File: config.mk
export PLATFORM = sky130hd
export DESIGN_NAME = spi_reg_bridge
export DESIGN_NICKNAME = d
export VERILOG_FILES = /design/src/rtl/spi_reg_bridge.sv
export SDC_FILE = /design/constraint.sdc
export NUM_CORES = 1
export LEC_CHECK = 0
export BUFFER_PORTS_ARGS = -buffer_cell sky130_fd_sc_hd__buf_2
export CORE_MARGIN = 8
export CORE_UTILIZATION = 25
export DETAILED_ROUTE_END_ITERATION = 8
export PLACE_DENSITY = 0.53
export SKIP_CTS_REPAIR_TIMING = 1
export SLEW_MARGIN = 0
export SYNTH_ARGS = -nofsm -noshare
export SYNTH_HDL_FRONTEND = slang
export SYNTH_SLANG_ARGS = --single-unit
File: constraint.sdc
create_clock -name clk -period 1.7 [get_ports clk]
set_input_delay 0.34 -clock clk [delete_from_list [all_inputs] [get_ports clk]]
set_output_delay 0.34 -clock clk [all_outputs]
set_load 0.03 [all_outputs]
File: src/rtl/spi_reg_bridge.sv
// Byte-level command decoder behind the SPI slave shifter: the first byte of a
// frame is R/nW + start address, later bytes are write data or read slots.
module spi_reg_bridge #(
    parameter bit         AUTO_INC = 1'b1,
    parameter logic [7:0] FILL     = 8'hFF
) (
    input  logic       clk,
    input  logic       reset,
    input  logic       frame,
    input  logic       byte_valid,
    input  logic [0:7] byte_data,
    output logic [0:7] tx_data,
    output logic [0:6] reg_addr,
    output logic [0:7] reg_wdata,
    output logic       reg_we,
    output logic       reg_re,
    input  logic [0:7] reg_rdata,
    output logic [7:0] nbytes,
    output logic       overrun
);
    typedef enum logic [1:0] {IDLE, CMD, WR, RD} state_t;

    localparam logic [0:6] ADDR_STEP = AUTO_INC ? 7'd1 : 7'd0;

    state_t     state;
    state_t     state_next;
    logic [1:0] gap;
    logic       rd_pending;
    logic       live;
    logic       byte_ok;
    logic       byte_late;
    logic       frame_start;
    logic       cmd_ok;
    logic       wr_ok;
    logic       rd_ok;
    logic       read_issue;

    // NOTE: state uses <= so every register samples pre-edge values of the others.
    always_ff @(posedge clk) begin
        if (reset) state <= IDLE;
        else       state <= state_next;
    end

    // NOTE: default assignment first so no latch is inferred on unlisted paths.
    always_comb begin
        state_next = state;
        if (state == IDLE) begin
            if (frame) state_next = CMD;
        end else if (!frame) begin
            state_next = IDLE;
        end else if (state == CMD && byte_ok) begin
            state_next = byte_data[0] ? RD : WR;
        end
    end

    always_comb begin
        live        = frame && (state != IDLE);
        byte_ok     = byte_valid && live && (gap == 2'd0);
        byte_late   = byte_valid && live && (gap != 2'd0);
        frame_start = (state == IDLE) && frame;
        cmd_ok      = byte_ok && (state == CMD);
        wr_ok       = byte_ok && (state == WR);
        rd_ok       = byte_ok && (state == RD);
        read_issue  = (cmd_ok && byte_data[0]) || rd_ok;
    end

    always_ff @(posedge clk) begin
        if (reset) begin
            tx_data    <= FILL;
            reg_addr   <= '0;
            reg_wdata  <= '0;
            reg_we     <= 1'b0;
            reg_re     <= 1'b0;
            nbytes     <= '0;
            overrun    <= 1'b0;
            gap        <= '0;
            rd_pending <= 1'b0;
        end else begin
            reg_we     <= wr_ok;
            reg_re     <= read_issue;
            rd_pending <= reg_re;

            if (wr_ok) reg_wdata <= byte_data;

            // Writes advance after their strobe; reads advance before theirs.
            if (cmd_ok)                reg_addr <= byte_data[1:7];
            else if (rd_ok || reg_we)  reg_addr <= reg_addr + ADDR_STEP;

            // gap counts down the two cycles after an accepted byte.
            if (state == IDLE)     gap <= '0;
            else if (byte_ok)      gap <= 2'd2;
            else if (gap != 2'd0)  gap <= gap - 2'd1;

            if (frame_start)                      nbytes <= '0;
            else if (byte_ok && nbytes != 8'hFF)  nbytes <= nbytes + 8'd1;

            if (frame_start)     overrun <= 1'b0;
            else if (byte_late)  overrun <= 1'b1;

            // A read that returns after the frame is gone must not leak out.
            if (frame_start)      tx_data <= FILL;
            else if (rd_pending)  tx_data <= (state == IDLE || !frame) ? FILL : reg_rdata;
        end
    end
endmodule

; ---- Word-level counts from Yosys, hierarchy flattened
; Cells that the tools add are included.
[classes]
add_sub_neg = 3
eq_ne = 6
muxes = 10
n_reduce_logical = 24
[op_table]
columns = operator, n
row1 = 2-to-1 mux 7 bit, 2
row2 = 2-to-1 mux 2 bit, 6
row3 = logical AND 1 bit, 10
row4 = "adder 8 x 1 -> 8 bit, second input constant", 1
row5 = 2-to-1 mux 8 bit, 1
row6 = "!= test 8 bit, second input constant", 1
row7 = nonzero test 2 bit, 4
row8 = "adder 7 x 1 -> 7 bit, second input constant", 1
row9 = "== test 2 bit, second input constant", 2
row10 = zero test 2 bit, 2
row11 = OR reduction 2 bit, 2
row12 = logical OR 1 bit, 3
row13 = "!= test 3 x 1 -> 1 bit, second input constant", 1
row14 = OR reduction 3 bit, 1
row15 = "== test 2 x 1 -> 1 bit, second input constant", 1
row16 = "!= test 2 bit, second input constant", 1
row17 = AND reduction 2 bit, 1
row18 = "subtractor 2 x 1 -> 2 bit, second input constant", 1
row19 = zero test 1 bit, 1
row20 = 2-to-1 mux 1 bit, 1
[totals]
ff_bits = 39
input_bits = 20
wordCells = 54

; ---- Depth between registers and ports, before layout
[logic_depth]
ltp_word = 8
mapped_depth = 6
mapped_depth_nobuf = 5

; ---- Least setup slack after synthesis
; No wires, ideal clock.
[synth_path]
path_kind = reg2reg
start = register nbytes[3]
end = register nbytes[2]
setup_time_ps = 78
arrival_ps = 1377
slack_ps = 245
path_stages_with_launch = 5
period_less_slack_ps = 1455
cell_sequence = dfxtp_1 -> nand4_1 -> or2_2 -> and3_1 -> nor3_1
[synth_via]
elab_chain_cells = 2
[synth_rtl]
columns = item, line_no
row1 = start: declaration, 18  ; output logic [7:0] nbytes,
row2 = start signal: assignment, 95  ; else if (byte_ok && nbytes != 8'hFF) nbytes <= nbytes + 8'd1;
row3 = != test 8 bit, 95
row4 = logical AND 1 bit, 95
; No other way between the ends.
; A chain may end at the register's enable or synchronous reset.

; ---- Worst setup path in the final report
[layout_path]
start = register gap[1]
end = register reg_addr[3] (netlist name)
[layout_via]
elab_chain_cells = 5
[layout_rtl]
columns = item, line_no
row1 = start: declaration, 27  ; logic [1:0] gap;
row2 = start signal: assignment, 92  ; else if (gap != 2'd0) gap <= gap - 2'd1;
row3 = zero test 2 bit (*), 58  ; byte_ok = byte_valid && live && (gap == 2'd0);
row4 = logical AND 1 bit (*), 58
row5 = logical AND 1 bit, 63  ; rd_ok = byte_ok && (state == RD);
row6 = logical OR 1 bit, 87  ; else if (rd_ok || reg_we) reg_addr <= reg_addr + ADDR_STEP;
row7 = nonzero test 2 bit (no line), n/a
row8 = end signal: assignment, 86  ; if (cmd_ok) reg_addr <= byte_data[1:7];
row9 = end signal: assignment, 87
row10 = end: declaration, 13  ; output logic [0:6] reg_addr,
; Every way passes the cells marked *; elsewhere a longest branch is shown, timed or not.

==> impl_metrics.ini <==
[outcome]
status = finished, final reports clean

[floorplanning]
die_x_um = 98.75
coreArea_um2 = 6719
row_count = 30
pin_count = 54
start_util_pct = 25.47
dieArea_um2 = 9751
die_h_um = 98.75

[route]
wirelength_um = 4744
remaining_drc_errors = 0
wl_per_cell_um = 14.08
viasPerCell = 4.878
postRouteAntennaNets = 0
drtIter0Drc = 35
num_vias = 1644
dr.pass1.iters = 4

[timing]
setup_viol = 0
finClkSkew_ps = 6.550
worst_slack_ps = 201.8
drv_slew = 0
holdWs_ps = 275.1
slew_headroom_pct = 73.64
max_freq_mhz = 667.5
min_period_over_period_pct = 88.13
finalSetupTns_ps = 0
worst_pin_slew_ps = 392.5
rsz0062_at_grt = false
min_period_ps = 1498
final_hold_viol_count = 0

[global_route]
grt_max_degree = 17
antenna_found_initial = 0
grtUsageTotal_pct = 9.729
grt_pass1_wl_um = 7734
grt_overflow_total = 0
grt_pass1_vias = 1620

[clock_tree]
cts-root-buf = clkbuf_8
cts_max_path_buffers = 2
cts_tree = yes
cts.sinks = 39
clkSlewWorstSetupHoldPaths_ps = 80
cts_inserted_buffers = 5
clock_latency_ps = 290
htreeDepth = 2

[synthesis]
synthCells = 197
syn-num-nets = 219
syn_area_per_cell_um2 = 8.689
ys_types = 43
synth_top_area_share_pct = 45.61
synth-seq-cells = 39
synth_area_leaders = dfxtp_1 46%, nand2_1 5.7%, a21oi_1 5.3%
yosys.area.top_type = dfxtp_1
synth_area_um2 = 1712
yosysSeqAreaShare_pct = 45.61
ys_warn_count = 0

[cells_and_area]
layout.nets = 278
layout_common_cells = 53 x buf_2, 39 x dfxtp_1, 26 x nand2_1, 18 x a21oi_1, 11 x nand3_1
multi_input_area_um2 = 854.6
instances_no_fill = 337
register_area_um2 = 780.7
finish.utilization_pct = 32.44
area_delta_synth_final_pct = 27.34
n_fill_cell = 727
layout_commonest_cell = buf_2
diodes = 0
layout-drive-gt1-share_pct = 29.57
fin_area_um2 = 2180

[placement]
gp_routability_congestion = 0.7985
dp_hpwl_um = 3568
dp_cells = 329
place_area_um2 = 2098
pre_cts_slack_ps = 154.5
place.port_buffers = 53

[power]
ir_worst_vdd_mv = 0.3206
swShare_pct = 24.37
power_density_nw_per_um2 = 763.9
leakagePower_nw = 0.8953
pwr-share-clk_pct = 36.8
p_seq_share_pct = 55.6
finalPower_mw = 1.665
power_frac_comb_pct = 7.6
p_int_mw = 1.259
switchingPower_uw = 405.8

[worst_setup_path]
cp.required_ps = 1870
crit_path_end_kind = register
path_max_fanout = 9
path_class = register to register
cp-start-kind = register
critPathArrivalTime_ps = 1670

[worst_hold_path]
hold_class = input port to register

[job]
maxCapViolations = 0
==> final cells by class <==
class	count	share of cell area, %
Sequential cell	39	35.82
Timing Repair Buffer	63	15.61
Inverter	6	1.033
Clock buffer	7	3.502
Multi-Input combinational cell	141	39.21
Tap cell	80	4.592
Clock inverter	1	0.2296
==> per-layer routing <==
metal | routed length (µm) | up-vias | track usage (%)
met5 | 0 | - | 0
met2 | 1985 | 53 | 13.83
met1 | 2318 | 748 | 12.48
met3 | 401 | 5 | 4.440
li1 | - | 838 | -
met4 | 37 | 0 | 3.542
==> sequential cells by signal (all words and copies together) (netlist names) <==
register,cells
reg_wdata,8
state,2
tx_data,8
gap,2
reg_we,1
nbytes,8
reg_re,1
overrun,1
reg_addr,7
rd_pending,1
==> cells in the mapped netlist, drive strengths merged <==
cell    number
o31ai        1
nor2b        2
and3b        1
a21o         2
and4bb       1
nand2       27
a22oi        2
or3          3
a21oi       19
o32ai        4
a31oi        1
o22ai        8
nand4        3
clkbuf       5
nand2b       2
and4         1
nor4b        2
dfxtp       39
ha           2
or2          2
xnor2        1
inv          6
o22a         1
nor3         7
o21ai        4
a311oi       2
o211ai       2
and3         5
mux2i        6
nand3b       2
nor2         9
o21a         2
nor3b        2
buf          6
nor4         3
nand3       12
==> power groups by stage <==
stage / registers (mW) / clock network (mW) / logic [mW]
finish: 0.927 / 0.612 / 0.126
global route: 0.928 / 0.679 / 0.138
CTS: 0.926 / 0.642 / 0.127
detailed placement: 0.948 / 0 / 0.127
global placement: 0.948 / 0 / 0.128
floorplan: 0.954 / 0 / 0.0627
==> worst max-delay path: stages, from the launching register on <==
cell and delay, ps:
dfxtp_1 330, and4bb_1 340, buf_4 190, nand3b_2 210, mux2i_1 200, o32ai_1 100
==> kinds of logic (layout without fill, tap and decap cells) <==
| kind of cell | count (synthesis) | in the layout | synth area share, % |
|---|---|---|---|
| xor+xnor | 1 | 1 | 0.5118 |
| buf+inv | 17 | 77 | 4.459 |
| compound gates | 48 | 48 | 17.76 |
| mux | 6 | 6 | 3.509 |
| simple gates | 84 | 84 | 26.68 |
| fa+ha+maj | 2 | 2 | 1.462 |
| flops | 39 | 39 | 45.61 |
==> path summary, 6_finish.rpt <==
path                                      startpoint                        to  slack (ps)  cells past startpoint
worst min-delay path                    reg_rdata[6]   tx_data[6]$_SDFFE_PP1P_         280                      3
worst min register to register  overrun$_SDFFE_PP0P_      overrun$_SDFFE_PP0P_         450                      2
worst max-delay path             gap[1]$_SDFFE_PP0P_  reg_addr[3]$_SDFFE_PP0P_         200                      5
worst max register to register   gap[1]$_SDFFE_PP0P_  reg_addr[3]$_SDFFE_PP0P_         200                      5
(Power assumes the default switching activity.)
